**config.mk**
```make
export PLATFORM = sky130hd
export DESIGN_NAME = mem_arbiter
export DESIGN_NICKNAME = d
export VERILOG_FILES = /design/src/rtl/cpu_mem_pkg.sv /design/src/rtl/mem_arb_pick.sv /design/src/rtl/mem_arbiter.sv
export SDC_FILE = /design/constraint.sdc
export NUM_CORES = 1
export LEC_CHECK = 0
export BUFFER_PORTS_ARGS = -buffer_cell sky130_fd_sc_hd__buf_4
export CAP_MARGIN = 20
export CORE_MARGIN = 4
export CORE_UTILIZATION = 45
export CTS_CLUSTER_DIAMETER = 60
export DETAILED_ROUTE_END_ITERATION = 8
export PLACE_DENSITY = 0.8
export SLEW_MARGIN = 20
export SYNTH_ARGS = -nofsm -noshare
export SYNTH_HDL_FRONTEND = slang
export SYNTH_SLANG_ARGS = --single-unit
export TNS_END_PERCENT = 5
```
**constraint.sdc**
```tcl
create_clock -name clk -period 2.07 [get_ports clk]
set_clock_uncertainty 0.2 [all_clocks]
set_input_delay 0.1035 -clock clk [delete_from_list [all_inputs] [get_ports clk]]
set_output_delay 0.1035 -clock clk [all_outputs]
set_load 0.01 [all_outputs]
```
**src/rtl/cpu_mem_pkg.sv**
```systemverilog
// rtl/cpu_mem_pkg.sv - shared types and defaults for the IF/MEM memory arbiter
package cpu_mem_pkg;

    localparam int ADDR_W_DEF = 32;
    localparam int DATA_W_DEF = 32;

    typedef enum logic [1:0] {
        IDLE   = 2'd0,
        BUSY_I = 2'd1,
        BUSY_D = 2'd2,
        DONE   = 2'd3
    } arb_state_e;

    typedef enum logic {
        GNT_IF = 1'b0,
        GNT_DM = 1'b1
    } gnt_sel_e;

endpackage

```
**src/rtl/mem_arb_pick.sv**
```systemverilog
// rtl/mem_arb_pick.sv - grant decision between fetch and data; MEM_ARB_FAIR_EN adds a starvation counter
module mem_arb_pick
    import cpu_mem_pkg::*;
#(
    parameter int STARVE_MAX = 4
) (
    input  logic clk,
    input  logic reset,
    input  logic idle_i,
    input  logic if_req_i,
    input  logic dm_req_i,
    output logic gnt_valid_o,
    output logic gnt_sel_o
);

`ifdef MEM_ARB_FAIR_EN
    localparam int CNT_W = $clog2(STARVE_MAX + 1);

    logic [CNT_W-1:0] starve_q;
    logic [CNT_W-1:0] starve_d;
    logic             starved;

    // Once data has won STARVE_MAX times in a row over a waiting fetch, fetch gets one turn.
    assign starved = (starve_q == CNT_W'(STARVE_MAX)) && if_req_i;

    always_comb begin
        gnt_valid_o = idle_i && (if_req_i || dm_req_i);
        gnt_sel_o   = (dm_req_i && !starved) ? GNT_DM : GNT_IF;
        starve_d    = starve_q;
        if (idle_i) begin
            if (!if_req_i || (gnt_sel_o == GNT_IF)) begin
                starve_d = '0;
            end else if (starve_q != CNT_W'(STARVE_MAX)) begin
                starve_d = starve_q + 1'b1;
            end
        end
    end

    always_ff @(posedge clk) begin
        if (!reset) begin
            starve_q <= '0;
        end else begin
            starve_q <= starve_d;
        end
    end
`else
    logic unused_cfg;
    assign unused_cfg = clk & reset & (STARVE_MAX > 0);

    // Data always wins: the older instruction is the one sitting in MEM.
    always_comb begin
        gnt_valid_o = idle_i && (if_req_i || dm_req_i);
        gnt_sel_o   = dm_req_i ? GNT_DM : GNT_IF;
    end
`endif

endmodule

```
**src/rtl/mem_arbiter.sv**
```systemverilog
// rtl/mem_arbiter.sv - single-port memory arbiter for IF and MEM stages; optional MEM_ARB_FAIR_EN fairness
module mem_arbiter
    import cpu_mem_pkg::*;
#(
    parameter int ADDR_W     = ADDR_W_DEF,
    parameter int DATA_W     = DATA_W_DEF,
    parameter int STARVE_MAX = 4
) (
    input  logic                clk,
    input  logic                reset,
    input  logic                if_req,
    input  logic [ADDR_W-1:0]   if_addr,
    output logic [DATA_W-1:0]   if_rdata,
    output logic                if_done,
    input  logic                dm_req,
    input  logic                dm_we,
    input  logic [ADDR_W-1:0]   dm_addr,
    input  logic [DATA_W-1:0]   dm_wdata,
    input  logic [DATA_W/8-1:0] dm_wstrb,
    output logic [DATA_W-1:0]   dm_rdata,
    output logic                dm_done,
    output logic                stall_if,
    output logic                stall_mem,
    output logic                mem_req,
    output logic                mem_we,
    output logic [ADDR_W-1:0]   mem_addr,
    output logic [DATA_W-1:0]   mem_wdata,
    output logic [DATA_W/8-1:0] mem_wstrb,
    input  logic                mem_ack,
    input  logic [DATA_W-1:0]   mem_rdata,
    output logic                arb_busy
);

    arb_state_e          state_q, state_d;
    logic                gnt_valid;
    logic                gnt_sel;
    logic                mem_req_q, mem_we_q;
    logic [ADDR_W-1:0]   mem_addr_q;
    logic [DATA_W-1:0]   mem_wdata_q;
    logic [DATA_W/8-1:0] mem_wstrb_q;
    logic                if_done_q, dm_done_q;
    logic [DATA_W-1:0]   if_rdata_q, dm_rdata_q;
    logic                ack_if, ack_dm;

    mem_arb_pick #(
        .STARVE_MAX (STARVE_MAX)
    ) u_pick (
        .clk         (clk),
        .reset       (reset),
        .idle_i      (state_q == IDLE),
        .if_req_i    (if_req),
        .dm_req_i    (dm_req),
        .gnt_valid_o (gnt_valid),
        .gnt_sel_o   (gnt_sel)
    );

    // An ack only counts while an access is outstanding.
    assign ack_if = mem_ack && (state_q == BUSY_I);
    assign ack_dm = mem_ack && (state_q == BUSY_D);

    always_comb begin
        state_d = state_q;
        case (state_q)
            IDLE:           if (gnt_valid) state_d = (gnt_sel == GNT_DM) ? BUSY_D : BUSY_I;
            BUSY_I, BUSY_D: if (mem_ack) state_d = DONE;
            DONE:           state_d = IDLE;
            default:        state_d = IDLE;
        endcase
    end

    always_ff @(posedge clk) begin
        if (!reset) begin
            state_q     <= IDLE;
            mem_req_q   <= 1'b0;
            mem_we_q    <= 1'b0;
            mem_addr_q  <= '0;
            mem_wdata_q <= '0;
            mem_wstrb_q <= '0;
            if_done_q   <= 1'b0;
            dm_done_q   <= 1'b0;
            if_rdata_q  <= '0;
            dm_rdata_q  <= '0;
        end else begin
            state_q   <= state_d;
            if_done_q <= ack_if;
            dm_done_q <= ack_dm;
            if (gnt_valid) begin
                mem_req_q <= 1'b1;
                if (gnt_sel == GNT_DM) begin
                    mem_we_q    <= dm_we;
                    mem_addr_q  <= dm_addr;
                    mem_wdata_q <= dm_wdata;
                    mem_wstrb_q <= dm_wstrb;
                end else begin
                    mem_we_q    <= 1'b0;
                    mem_addr_q  <= if_addr;
                    mem_wdata_q <= '0;
                    mem_wstrb_q <= '0;
                end
            end else if (ack_if || ack_dm) begin
                mem_req_q <= 1'b0;
            end
            if (ack_if) if_rdata_q <= mem_rdata;
            if (ack_dm) dm_rdata_q <= mem_rdata;
        end
    end

    assign mem_req   = mem_req_q;
    assign mem_we    = mem_we_q;
    assign mem_addr  = mem_addr_q;
    assign mem_wdata = mem_wdata_q;
    assign mem_wstrb = mem_wstrb_q;
    assign if_done   = if_done_q;
    assign dm_done   = dm_done_q;
    assign if_rdata  = if_rdata_q;
    assign dm_rdata  = dm_rdata_q;
    assign stall_if  = if_req & ~if_done_q;
    assign stall_mem = dm_req & ~dm_done_q;
    assign arb_busy  = (state_q != IDLE);

endmodule

```
==> results of run 1 <==
final cells by class:
class                   count  area [sq um]
inverters                   5          20.0
repair buffers            423          3600
well taps                 143           179
flip-flops and latches    138          2760
multi-input cells         387          2200
clock buffers              20           457
fillers                   639          2010
clock inverters            12           186
diodes                      1          2.50
synthesized netlist by cell type:
master	n
sky130_fd_sc_hd__a2111oi_0	2
sky130_fd_sc_hd__nor3b_1	1
sky130_fd_sc_hd__nand2_1	152
sky130_fd_sc_hd__inv_2	1
sky130_fd_sc_hd__inv_1	4
sky130_fd_sc_hd__a211oi_1	2
sky130_fd_sc_hd__dfxtp_1	138
sky130_fd_sc_hd__o211a_1	22
sky130_fd_sc_hd__a21oi_1	62
sky130_fd_sc_hd__o21ai_0	1
sky130_fd_sc_hd__nor2_1	45
sky130_fd_sc_hd__a21boi_0	3
sky130_fd_sc_hd__buf_6	7
sky130_fd_sc_hd__o21a_1	1
sky130_fd_sc_hd__a211oi_2	10
sky130_fd_sc_hd__clkbuf_4	1
sky130_fd_sc_hd__or2_0	1
sky130_fd_sc_hd__buf_4	11
sky130_fd_sc_hd__clkbuf_1	22
sky130_fd_sc_hd__buf_2	6
sky130_fd_sc_hd__ha_1	4
sky130_fd_sc_hd__a22oi_1	37
sky130_fd_sc_hd__mux2i_1	32
sky130_fd_sc_hd__and2_1	3
sky130_fd_sc_hd__nand3_1	1
sky130_fd_sc_hd__and3_1	2
sky130_fd_sc_hd__nor2b_1	6
worst max-delay path by stage:
| stage | slack, ps | end | startpoint |
|---|---|---|---|
| detailed placement | 340 | state_q[0]$_SDFFE_PN0P_ | state_q[0]$_SDFFE_PN0P_ |
| global route | 180 | mem_wdata[25]$_SDFFE_PN0P_ | state_q[0]$_SDFFE_PN0P_ |
| global placement | 450 | mem_addr[3]$_SDFFE_PN0P_ | state_q[0]$_SDFFE_PN0P_ |
| finish | 280 | mem_addr[24]$_SDFFE_PN0P_ | state_q[0]$_SDFFE_PN0P_ |
| floorplan | 500 | mem_wdata[22]$_SDFFE_PN0P_ | state_q[0]$_SDFFE_PN0P_ |
| CTS | 300 | state_q[0]$_SDFFE_PN0P_ | state_q[0]$_SDFFE_PN0P_ |
state kept, by name, summed over array words and instances (netlist names):
signal / flops
dm_done: 1
dm_rdata: 32
if_done: 1
if_rdata: 32
mem_addr: 32
mem_req: 1
mem_wdata: 32
mem_we: 1
mem_wstrb: 4
state_q: 2
critical path, cell delays in order (launching register included):
cell	delay [ps]
sky130_fd_sc_hd__dfxtp_1	310
sky130_fd_sc_hd__inv_1	130
sky130_fd_sc_hd__ha_1	260
sky130_fd_sc_hd__o21a_2	190
sky130_fd_sc_hd__buf_12	270
sky130_fd_sc_hd__nand2_1	130
sky130_fd_sc_hd__o211a_1	180
metal layers:
| layer | GRT usage, % | vias to the layer above | part of all wire, % |
|---|---|---|---|
| met5 | 0 | - | 0 |
| met4 | 15.9 | 0 | 4.5 |
| met3 | 6.94 | 79 | 7.5 |
| met2 | 53.4 | 275 | 53 |
| met1 | 29.5 | 2775 | 35 |
| li1 | - | 2759 | - |
stage by stage:
step / instance area, sq um / utilization (%)
6_report: 9410 / 82.4
3_3_place_gp: 7410 / 64.9
5_1_grt: 9410 / 82.4
3_5_place_dp: 7410 / 64.9
2_1_floorplan: 5260 / -
4_1_cts: 9410 / 82.4
power breakdown:
group,switching (mW),total [mW],internal (mW)
Sequential,0.296,3.44,3.15
Clock,1.18,3.27,2.10
Combinational,1.72,3.32,1.60
cells by family after synthesis:
kind of cell / count (synthesis)
adders and majority gates: 4
AOI/OAI and AO/OA: 140
muxes: 32
and+or+nand+nor: 211
DFF: 138
buffers and inverters: 52
==> parameters.txt, run 1 <==
Parameter                              Value

CTS
  Max Root-Sink Buffers    2
  Clock Sink Count    ~140
  Number of gates resized after cts    0
  Clock latency on the worst-skew pair    about 400 ps
  Clock tree from TritonCTS    yes
  Cell at the root of the clock tree    sky130_fd_sc_hd__clkbuf_16
  Number of buffers created by CTS    17
  H-tree levels    4
  Post-CTS repair timing setup buffer count    0
  Hold buffers post-CTS    135
  Clock-pin slew on the worst setup and hold paths    60 ps

Yosys
  Most area-hungry cell type in the Yosys netlist    sky130_fd_sc_hd__dfxtp_1
  Main combinational cell family by area after synthesis    compound AO/OA/AOI/OAI gates
  Per-instance average area after synthesis    ~9.1 sq um
  Fraction of the mapped netlist area in compound gates    a little under a fifth
  Post-Synth Simple-Gate Area    between 10% and 20%
  Flip-flop and latch count after synthesis    roughly 140
  Mux contribution to synthesized area    under 10%
  Cell types occupying the most area after synthesis    sky130_fd_sc_hd__dfxtp_1, sky130_fd_sc_hd__nand2_1, sky130_fd_sc_hd__mux2i_1, sky130_fd_sc_hd__a21oi_1, sky130_fd_sc_hd__a22oi_1
  Area of the mapped netlist    5260 sq um
  Post-synthesis instance total    approximately 580
  Xor and xnor fraction of the mapped netlist area    0%
  Net count after synthesis    approximately 720
  Count of synthesis-stage warnings from yosys    0
  Area share of fa/ha/maj cells after synthesis    0.951%
  Share of the yosys chip area belonging to registers    between 50% and 60%
  Share of the synthesized area in the top cell type    between 50% and 60%
  Number of distinct standard cells referenced by the synthesized netlist    27

Setup path
  Setup CP Type    reg2reg
  Reg-to-reg startpoint    state_q[0]$_SDFFE_PN0P_
  Worst Reg2Reg Path Length in Cells    6
  Largest fanout of any net on the critical path    64
  Reg2reg setup slack    around 280 ps
  Type of element capturing the critical path    flip-flop
  End of the worst register-to-register path    mem_addr[24]$_SDFFE_PN0P_
  Worst setup SP type    flip-flop
  WP data arrival    between 1500 and 2000 ps
  Required time of the critical path    ~2200 ps

STA
  Min setup slack post-route    between 200 and 300 ps
  Final Hold Vio Count    0
  Final setup violation count    0
  Hold slack final    between 60 and 70 ps
  Final clock period utilization by the worst path    between 80% and 90%
  Actual slew at the worst max-slew pin    roughly 420 ps
  Relative slew slack    72.0%
  Setup repair after global routing missed its margin    false
  Final Slew Violations    0
  Maximum clock frequency    roughly 560 MHz
  Min Clock Period, post-route    roughly 1800 ps
  Total negative slack    0 ps

Run status
  Result of the run    finished clean

GRT
  Global routing usage summed across all routing layers    ~29%
  Antenna violations before repair    0
  Aggregate global routing overflow    0
  First-pass GRT wire length    30,300 um
  Maximum number of pins on one net before global-route repair    between 80 and 90
  Vias in the first global route    6,157

Place
  DP Cell Count    961
  Port Buffers    276
  Final weighted congestion in routability-driven placement    approximately 0.9
  Detailed placement HPWL    between 10,000 and 15,000 um
  Worst-case setup slack after placement    about 340 ps

Routing
  Wire length per cell    about 18 um
  Vias per Instance    5.22
  # DRC    0
  1st-iter DRT viols    approximately 400
  Via count    5,888
  Antenna Violating Nets Remaining    0
  Overall routed net length    around 20,000 um
  First-pass DRT Iterations    5

Final layout
  Most common cell after layout, fill and taps aside    sky130_fd_sc_hd__buf_4
  Relative area change from synthesis to final layout    78.9%
  Highest-count cells in the layout ignoring fill and taps    sky130_fd_sc_hd__buf_4, sky130_fd_sc_hd__nand2_1, sky130_fd_sc_hd__dfxtp_1, sky130_fd_sc_hd__dlygate4sd3_1, sky130_fd_sc_hd__a21oi_1
  Number of nets in the final layout    between 1,000 and 1,500
  Share of cells above drive strength 1    between 30 and 40%
  Number of non-filler instances in the completed layout    1,129

Job
  Number of max-capacitance violations reported    0

Hold path
  Endpoint of the worst hold-timing path    mem_req$_SDFFE_PN0P_
  Cells on Worst Hold Path    4
  Hold Crit Start    if_req
  Hold Path Class    in2reg

Die
  Total die area    ~13,000 sq um
  Die Span X    between 100 and 150 um
  Height of the die    ~120 um
  Number of top-level design ports    277
  Starting density of the core    a little under half
  Count of standard-cell rows    39
  Floorplan Core Area    around 11,000 sq um

Power and ir drop
  Static leakage    around 4.4 nW
  Worst vdd ir    a little over 700 uV
  Overall power consumption    around 10 mW
  Pwr/cell area    about 1100 nW/um^2
No activity file was read; power rests on OpenSTA's default activity.
==> run 2, diff against run 1 <==
CORE_UTILIZATION = 41   (was 45)
PLACE_DENSITY = 0.77   (was 0.8)
clock period = 1.5 ns   (was 2.07 ns; I/O delays follow)
==> run 2 against run 1 <==
Net effect:
- via count is 3.7% higher
- setup slack worse by 400 ps
- the run now ends with negative setup slack left
- critical path depth is 1 higher
- critical path type unchanged
- die area is 9.1% higher
- combinational power is 82% higher
- design area is 6.5% higher
- sequential power is 40% higher
- wire length is 12% higher
- register-to-register slack worse by 400 ps
- critical endpoint is now mem_wdata[23]$_SDFFE_PN0P_
- fmax is 10% higher
==> parameters.txt, run 2 (synthesis results as in run 1) <==
Parameter                              Value

Routing
  First-pass DRT Iterations    5 (unchanged)
  1st-iter DRT viols    429 (+7.0%)
  Vias per Instance    5.20 (-0.36%)
  Overall routed net length    22,300 um (+12%)
  Via count    6,106 (+3.7%)
  Antenna Violating Nets Remaining    0 (unchanged)
  # DRC    0 (unchanged)
  Wire length per cell    18.9 um (+7.7%)

STA
  Min Clock Period, post-route    1620 ps (-170 ps)
  Actual slew at the worst max-slew pin    406 ps (-13.6 ps)
  Relative slew slack    72.9% (+0.91 points)
  Final setup violation count    26 (+26)
  Final Slew Violations    0 (unchanged)
  Setup repair after global routing missed its margin    true
  Min setup slack post-route    -118 ps (-400 ps)
  Final clock period utilization by the worst path    108% (+21 points)
  Maximum clock frequency    618 MHz (+10%)
  Final Hold Vio Count    0 (unchanged)
  Total negative slack    -831 ps (-831 ps)

GRT
  Aggregate global routing overflow    0 (unchanged)
  Maximum number of pins on one net before global-route repair    73 (-16%)
  Global routing usage summed across all routing layers    26.9% (-1.9 points)
  First-pass GRT wire length    31,200 um (+2.8%)
  Antenna violations before repair    3 (+3)
  Vias in the first global route    6,300 (+2.3%)

Power and ir drop
  Combinational share of power    39.9% (+6.8 points)
  Clk pwr share    28.2% (-4.4 points)
  Overall power consumption    15.1 mW (+50%)
  Switching part of the total    32.9% (+1.1 points)
  Static leakage    4.60 nW (+4.5%)
  Internal cell power    10.1 mW (+48%)
  Power dissipated by switching net loads    4.96 mW (+55%)
  Worst vdd ir    1140 uV (+60%)
  Pwr/cell area    1510 nW/um^2 (+41%)
  Fraction of power consumed by sequential logic    31.8% (-2.5 points)

Run status
  Failing checks    negative setup slack
  Result of the run    complete, but fails checks

Setup path
  Worst setup SP type    flip-flop
  Worst Path Buf+Inv    3 (+1)
  Largest fanout of any net on the critical path    12 (-81%)
  Type of element capturing the critical path    flip-flop
  Top delay family on crit path    buffers and inverters
  List of cells traversed by the critical path    inv_4 -> ha_4 -> buf_6 -> o21ai_4 -> clkbuf_16 -> a22oi_1 -> nor2_1
  Critical Path Slowest Stage Cell    sky130_fd_sc_hd__dfxtp_2
  Required time of the critical path    1590 ps (-560 ps)
  Largest stage delay on the critical path    340 ps (+30 ps)
  WP data arrival    1700 ps (-170 ps)
  Setup CP Type    reg2reg

Final layout
  Relative area change from synthesis to final layout    90.5%
  Share of cells above drive strength 1    40.9% (+7.2 points)
  Share of the core filled with cells in the final layout    79.7% (-2.7 points)
  Highest-count cells in the layout ignoring fill and taps    sky130_fd_sc_hd__buf_4, sky130_fd_sc_hd__nand2_1, sky130_fd_sc_hd__dfxtp_1, sky130_fd_sc_hd__dlygate4sd3_1, sky130_fd_sc_hd__a21oi_1
  Most common cell after layout, fill and taps aside    sky130_fd_sc_hd__buf_4
  Post-route cell area    10,000 sq um (+6.5%)
  Number of nets in the final layout    1,129 (+1.3%)

CTS
  H-tree levels    4 (unchanged)
  Clock tree from TritonCTS    yes
  Max Root-Sink Buffers    2 (unchanged)
  Clock Sink Count    138 (unchanged)
  Clock latency on the worst-skew pair    410 ps (about the same)
  Number of buffers created by CTS    17 (unchanged)
  Cell at the root of the clock tree    sky130_fd_sc_hd__clkbuf_16
  Clock-pin slew on the worst setup and hold paths    60 ps (about the same)

Die
  Die Span X    121 um (+4.4%)
  Starting density of the core    41.9% (-4.2 points)
  Total die area    14,700 sq um (+9.1%)
  Count of standard-cell rows    41 (+5.1%)
  Height of the die    121 um (+4.4%)
  Floorplan Core Area    12,600 sq um (+10%)
  Number of top-level design ports    277 (unchanged)

Hold path
  Hold Path Class    in2reg

Job
  Number of max-capacitance violations reported    0 (unchanged)

Place
  Detailed placement HPWL    12,100 um (+2.6%)
  Worst-case setup slack after placement    -131 ps (-469 ps)
  Port Buffers    276 (unchanged)
  Final weighted congestion in routability-driven placement    0.788 (-10%)
  Post-place instance area    7530 sq um (+1.5%)
==> run 2: through the flow <==
stage / hold WS [ps] / cells
2_1_floorplan: 11.0 / 577
3_3_place_gp: 108 / 995
3_5_place_dp: 119 / 995
4_1_cts: -70.1 / 1164
5_1_grt: 63.7 / 1175
6_report: 42.8 / 1175
==> run 2: layer usage <==
layer  routed length, um  vias to the layer above  GRT usage, %
met5                   0                        -             0
met4                1180                        0          17.9
met3                1500                      103          6.67
met2               11800                      336          48.3
met1                7820                     2877          27.5
li1                    -                     2790             -
==> run 2: final cells by class <==
type	count	area (sq um)
Sequential cell	138	2770
Clock buffer	21	460
Clock inverter	11	145
Multi-Input combinational cell	387	2510
Timing Repair Buffer	438	3890
Inverter	5	25.0
Fill cell	735	2550
Tap cell	172	215
Antenna cell	3	7.51
==> run 2: worst register-to-register path, cell delays in order (launching register included) <==
cell	delay [ps]
sky130_fd_sc_hd__dfxtp_2	340
sky130_fd_sc_hd__inv_4	80
sky130_fd_sc_hd__ha_4	160
sky130_fd_sc_hd__buf_6	110
sky130_fd_sc_hd__o21ai_4	90
sky130_fd_sc_hd__clkbuf_16	190
sky130_fd_sc_hd__a22oi_1	260
sky130_fd_sc_hd__nor2_1	70
==> run 2: worst paths after layout <==
path	startpoint	end	slack, ps	cells after the start
setup / recovery	state_q[1]$_SDFFE_PN0P_	mem_wdata[23]$_SDFFE_PN0P_	-120	7
hold / removal	dm_req	state_q[0]$_SDFFE_PN0P_	40	4
setup reg to reg	state_q[1]$_SDFFE_PN0P_	mem_wdata[23]$_SDFFE_PN0P_	-120	7
hold reg to reg	dm_rdata[2]$_SDFFE_PN0P_	dm_rdata[2]$_SDFFE_PN0P_	260	2
==> run 2: timing repair <==
action,4_1_cts,5_1_grt
endpoints found under the setup margin,66,136
setup buffers,1,2
endpoints found under the hold margin,137,6
pin swaps,2,39
gates resized for setup,18,75
cloned,0,5
hold buffers,136,6
==> run 2: power groups by stage <==
| stage | combinational [mW] | sequential [mW] | clock [mW] |
|---|---|---|---|
| 2_1_floorplan | 2.18 | 5.04 | 0 |
| 4_1_cts | 4.83 | 4.74 | 4.30 |
| 6_report | 6.03 | 4.81 | 4.26 |
| 3_3_place_gp | 4.23 | 4.75 | 0 |
| 5_1_grt | 6.40 | 4.87 | 4.48 |
| 3_5_place_dp | 4.38 | 4.79 | 0 |
